--- src/rtl/aes_pkg.sv ---
// aes_pkg: GF(2^8) helpers and FSM state type shared by the InvMixColumns blocks.
package aes_pkg;
   localparam logic [7:0] AES_POLY = 8'h1b;

   typedef enum logic [1:0] {IDLE, BUSY, DONE} state_t;

   function automatic logic [7:0] xtime(input logic [7:0] b);
      return {b[6:0], 1'b0} ^ (b[7] ? AES_POLY : 8'h00);
   endfunction

   function automatic logic [7:0] mul09(input logic [7:0] b);
      return xtime(xtime(xtime(b))) ^ b;
   endfunction

   function automatic logic [7:0] mul0b(input logic [7:0] b);
      return xtime(xtime(xtime(b))) ^ xtime(b) ^ b;
   endfunction

   function automatic logic [7:0] mul0d(input logic [7:0] b);
      return xtime(xtime(xtime(b))) ^ xtime(xtime(b)) ^ b;
   endfunction

   function automatic logic [7:0] mul0e(input logic [7:0] b);
      return xtime(xtime(xtime(b))) ^ xtime(xtime(b)) ^ xtime(b);
   endfunction
endpackage

--- src/rtl/inv_mix_single_column.sv ---
// inv_mix_single_column: combinational InvMixColumns of one column, a0 in bits [31:24].
module inv_mix_single_column
   import aes_pkg::*;
(
   input  logic [31:0] col_in,
   output logic [31:0] col_out
);
   logic [7:0] a0, a1, a2, a3;

   assign {a0, a1, a2, a3} = col_in;

   assign col_out = {mul0e(a0) ^ mul0b(a1) ^ mul0d(a2) ^ mul09(a3),
                     mul09(a0) ^ mul0e(a1) ^ mul0b(a2) ^ mul0d(a3),
                     mul0d(a0) ^ mul09(a1) ^ mul0e(a2) ^ mul0b(a3),
                     mul0b(a0) ^ mul0d(a1) ^ mul09(a2) ^ mul0e(a3)};
endmodule

--- src/rtl/inv_mix_columns_iter.sv ---
// inv_mix_columns_iter: handshaked AES InvMixColumns, one column per cycle by default.
// Define INV_MIX_COLUMNS_UNROLL_EN to transform all four columns in a single cycle.
module inv_mix_columns_iter
   import aes_pkg::*;
(
   input  logic         clk,
   input  logic         rst_n,
   input  logic         in_valid,
   output logic         in_ready,
   input  logic [127:0] in_data,
   output logic         out_valid,
   input  logic         out_ready,
   output logic [127:0] out_data
);
   state_t       state, state_nxt;
   logic [127:0] w, w_nxt, w_xf;
   logic         busy_last;

   // byte (row r, column c) sits at bit 127-32r-8c of the packed state
`ifdef INV_MIX_COLUMNS_UNROLL_EN
   genvar c;
   for (c = 0; c < 4; c++) begin : g_col
      logic [31:0] ci, co;
      assign ci = {w[127-8*c -: 8], w[95-8*c -: 8], w[63-8*c -: 8], w[31-8*c -: 8]};
      inv_mix_single_column u_col (.col_in(ci), .col_out(co));
      assign {w_xf[127-8*c -: 8], w_xf[95-8*c -: 8], w_xf[63-8*c -: 8], w_xf[31-8*c -: 8]} = co;
   end
   assign busy_last = 1'b1;
`else
   logic [1:0]  col;
   logic [31:0] ci, co;

   inv_mix_single_column u_col (.col_in(ci), .col_out(co));

   always_comb begin
      ci = '0;
      for (int r = 0; r < 4; r++) ci[31-8*r -: 8] = w[127-32*r-8*int'(col) -: 8];
   end

   always_comb begin
      w_xf = w;
      for (int r = 0; r < 4; r++) w_xf[127-32*r-8*int'(col) -: 8] = co[31-8*r -: 8];
   end

   assign busy_last = (col == 2'd3);

   always_ff @(posedge clk or negedge rst_n)
      if (!rst_n) col <= '0;
      else        col <= (state == BUSY) ? col + 2'd1 : 2'd0;
`endif

   always_comb begin
      state_nxt = (state == IDLE && in_valid)  ? BUSY :
                  (state == BUSY && busy_last) ? DONE :
                  (state == DONE && out_ready) ? IDLE : state;
      w_nxt     = (state == IDLE && in_valid)  ? in_data :
                  (state == BUSY)              ? w_xf : w;
   end

   always_ff @(posedge clk or negedge rst_n)
      if (!rst_n) begin
         state <= IDLE;
         w     <= '0;
      end else begin
         state <= state_nxt;
         w     <= w_nxt;
      end

   assign in_ready  = (state == IDLE);
   assign out_valid = (state == DONE);
   assign out_data  = w;
endmodule
--- config.mk ---
export PLATFORM = sky130hd
export DESIGN_NAME = inv_mix_columns_iter
export DESIGN_NICKNAME = d
export VERILOG_FILES = /design/src/rtl/aes_pkg.sv /design/src/rtl/inv_mix_single_column.sv /design/src/rtl/inv_mix_columns_iter.sv
export SDC_FILE = /design/constraint.sdc
export NUM_CORES = 1
export LEC_CHECK = 0
export CORE_MARGIN = 10
export CORE_UTILIZATION = 29
export CTS_BUF_LIST = sky130_fd_sc_hd__clkbuf_4
export DETAILED_ROUTE_END_ITERATION = 7
export HOLD_SLACK_MARGIN = 0.02
export SLEW_MARGIN = 10
export SYNTH_ARGS = -nofsm -noshare
export SYNTH_HDL_FRONTEND = slang
export SYNTH_SLANG_ARGS = --single-unit
--- constraint.sdc ---
create_clock -name clk -period 3.8 [get_ports clk]
set_input_delay 0.76 -clock clk [delete_from_list [all_inputs] [get_ports clk]]
set_output_delay 0.76 -clock clk [all_outputs]
set_load 0.02 [all_outputs]
==> summary.md <==
| Metric | Value |
|---|---|
| H-tree lvl count | 4 |
| Largest net degree at the start of global routing | 73 |
| Status | finished clean |
| Via/cell ratio | 5.30 |
| CTS tree | done |
| Post-route setup TNS | 0 ns |
| P&R area growth vs syn | 39.4% |
| Syn Std Cell Area | between 8000 and 9000 µm² |
| Total number of vias | between 7000 and 8000 |
| Die X | 191 µm |
| Crit-path max cell delay | between 0.7 and 0.8 ns |
| Remaining DRCs | 0 |
| Cts hold-fix bufs | 0 |
| CP bufs+invs | 1 |
| Max Clk Rate | ~290 MHz |
| Max-cap violation count | 0 |
| Crit share post-route | roughly nine tenths |
| RSZ-0062 raised after global routing | no |
| Syn_nets | roughly 840 |
| Worst Setup End Kind | register |
| Post-CTS setup buffers | 0 |
| Crit path max-delay family | XOR/XNOR gates |
| Worst R2R End | out_data[83]$_DFFE_PN0P_ |
| Global-route wire length before repair | 51200 µm |
| Number of global-route vias before repair | about 7600 |
| WL final | between 30000 and 40000 µm |
| Total GRT Usage | 18.8% |
| Cts bufs inserted | 17 |
| Distinct cells, synth | 32 |
| CP arrival | 3.82 ns |
| Clock tree sinks | between 100 and 150 |
| Max FO, Critical Path | 26 |
| Resized cells post-CTS | 0 |
| Syn Area/Cell | ~12 µm² |
| CP Cell Sequence | buf_12, mux4_2, xnor2_2, xnor3_1, xnor3_1, xnor2_1, o21ai_1 |
| Rel. slew slack | 30.1% |
| Crit path top cell by count | xnor3_1 |
| Reg2reg setup slack | ~0.4 ns |
| Die area | roughly 36000 µm² |
| Ys Warns | 0 |
| Initial antenna violation count | 1 |
| Critical Path RT | roughly 4.2 ns |
| CTS max path bufs | 2 |
| Global route total overflow | 0 |
| Critical path class | reg -> reg |
| Worst Tran Pin Value | approximately 1.0 ns |
| Fraction of layout cells with a size suffix above 1 | 12.3% |
| I/O Buffers | between 200 and 300 |
| Startpoint Class | register |
| Yosys top cell area share | between 30% and 40% |
| Top cells by area, synth | dfrtp_1 (39%), xnor2_1 (11%), a22oi_1 (11%), mux4_2 (7.4%), xnor3_1 (6.6%) |
| Sequential share of the synthesized area | between 30% and 40% |
| FF+latch count, synth | 132 |
| Crit. Startpoint | col[0]$_DFF_PN0_ |
| WL per Instance | approximately 26 µm |
| Area leader, netlist | dfrtp_1 |
| Core Box Area | around 29000 µm² |
| DRT Pass-1 Iters | 6 |
| Post-Syn Instances | 705 |
| 1st-iter DRT viols | approximately 570 |
| Tmin final | between 3 and 4 ns |
| Skew final | 0.0203 ns |
| Reg2reg path depth | 7 |
| Hpwl dp | roughly 26000 µm |
| Critical-path top delay cell | mux4_2 |
| Row cnt | 62 |
| Starting density of the core | between 20% and 30% |
| Worst R2R Start | col[0]$_DFF_PN0_ |
| CTS root buffer | clkbuf_4 |
| Worst hold path class | in -> async |
| Final Max Tran Viols | 0 |
| Clk_lat worst skew | roughly 0.54 ns |
| Worst-path clk slew | ~0.14 ns |
| RePlAce Congestion | roughly 0.96 |
| Final Hold Viols | 0 |
| Ports | around 260 |
| Die Height | 191 µm |
| Final #Nets | 1080 |
| Number of setup violations in the final report | 0 |
| Final ANT Viol Nets | 0 |
-- layout make-up --
class	instances	area, µm²
clock buffer	19	143
multi-input combinational	511	4890
antenna	1	2.50
fill	2772	17000
inverter	3	11.3
tap	384	480
clock inverter	13	184
sequential	132	3310
timing repair buffer	279	2810
-- registers in the layout, indices dropped and copies added, names as in the netlist --
register / count
state: 2
out_data: 128
col: 2
-- placed cells by master, fill, tap and decap left out, types with 2 or more instances in the layout --
cell             instances
bufinv_16                4
xnor2_2                 18
xnor3_1                 25
nand4_1                  2
mux4_2                  28
xnor3_2                  5
ha_1                     4
a22oi_1                128
nand2_1                  8
o21ai_1                 47
dfrtp_1                130
nand2_2                  4
buf_12                   5
nand3_2                  2
xor2_2                   3
mux4_1                   4
clkinv_2                 3
xnor2_1                110
clkbuf_4                19
a21oi_1                  2
inv_1                    3
clkinvlp_4               3
clkdlybuf4s50_1        260
xor2_1                  26
clkinv_4                 3
and2_1                   2
o21ai_0                 83
xnor2_4                  3
buf_4                   13
dfrtp_2                  2
nor2_1                   2
-- cell families (layout without fill, tap and decap cells) --
group,after synthesis,count (layout),share of synthesized area [%]
xor+xnor,192,192,27.7
simple gates,23,23,1.27
buf+inv,62,314,3.72
mux,32,32,8.67
compound gates,260,260,19.1
flops,132,132,38.9
fa+ha+maj,4,4,0.590
other cells,0,1,0
-- worst register-to-register path: cells and delay by family, from the launching register on --
kind                      cells  cell delay [ns]
xor gates and xnor gates      4             1.73
muxes                         1             0.75
DFF                           1             0.44
buffers and inverters         1             0.26
AOI/OAI and AO/OA             1             0.11
-- worst max path at each step --
stage / end / slack [ns] / depth (start not counted)
floorplan: out_data[93]$_DFFE_PN0P_ / 0.87 / 8
global placement: out_data[75]$_DFFE_PN0P_ / 0.42 / 7
detailed placement: out_data[83]$_DFFE_PN0P_ / 0.43 / 7
CTS: out_data[60]$_DFFE_PN0P_ / 0.40 / 7
global route: out_data[91]$_DFFE_PN0P_ / 0.26 / 7
finish: out_data[83]$_DFFE_PN0P_ / 0.40 / 7
-- synthesized netlist by cell type, drive strengths merged --
cell / number
dfrtp: 132
xnor2: 131
o21ai: 130
a22oi: 128
clkbuf: 38
mux4: 32
xnor3: 30
xor2: 30
buf: 21
nand2: 12
ha: 4
inv: 3
a21oi: 2
and2: 2
nand3: 2
nand4: 2
nor2: 2
nand2b: 1
nor2b: 1
nor3b: 1
xor3: 1
-- per-layer routing --
metal  track usage [%]  part of all wire [%]  vias to the layer above  routed length [µm]
met4              4.57                   1.4                        0                 482
met5                 0                     0                        -                   0
met1              25.1                    44                     3645               15400
met2              29.5                    47                      327               16200
met3              5.25                   7.7                       31                2680
li1                  -                     -                     3105                   -
-- per-stage QoR --
stage / utilization (%) / setup WS [ns] / hold WS [ns] / std cells / cell area [µm²]
3_3_place_gp: 39.9 / 0.416 / 0.508 / 1309 / 11500
5_1_grt: 41.1 / 0.256 / 0.190 / 1342 / 11800
6_report: 41.1 / 0.398 / 0.194 / 1342 / 11800
4_1_cts: 41.1 / 0.401 / 0.168 / 1341 / 11800
2_1_floorplan: - / 0.868 / 0.464 / 705 / 8480
3_5_place_dp: 39.9 / 0.434 / 0.524 / 1309 / 11500
Power is not shown: default switching activity piles up to over one toggle a cycle in this logic, so the estimate is an artifact.
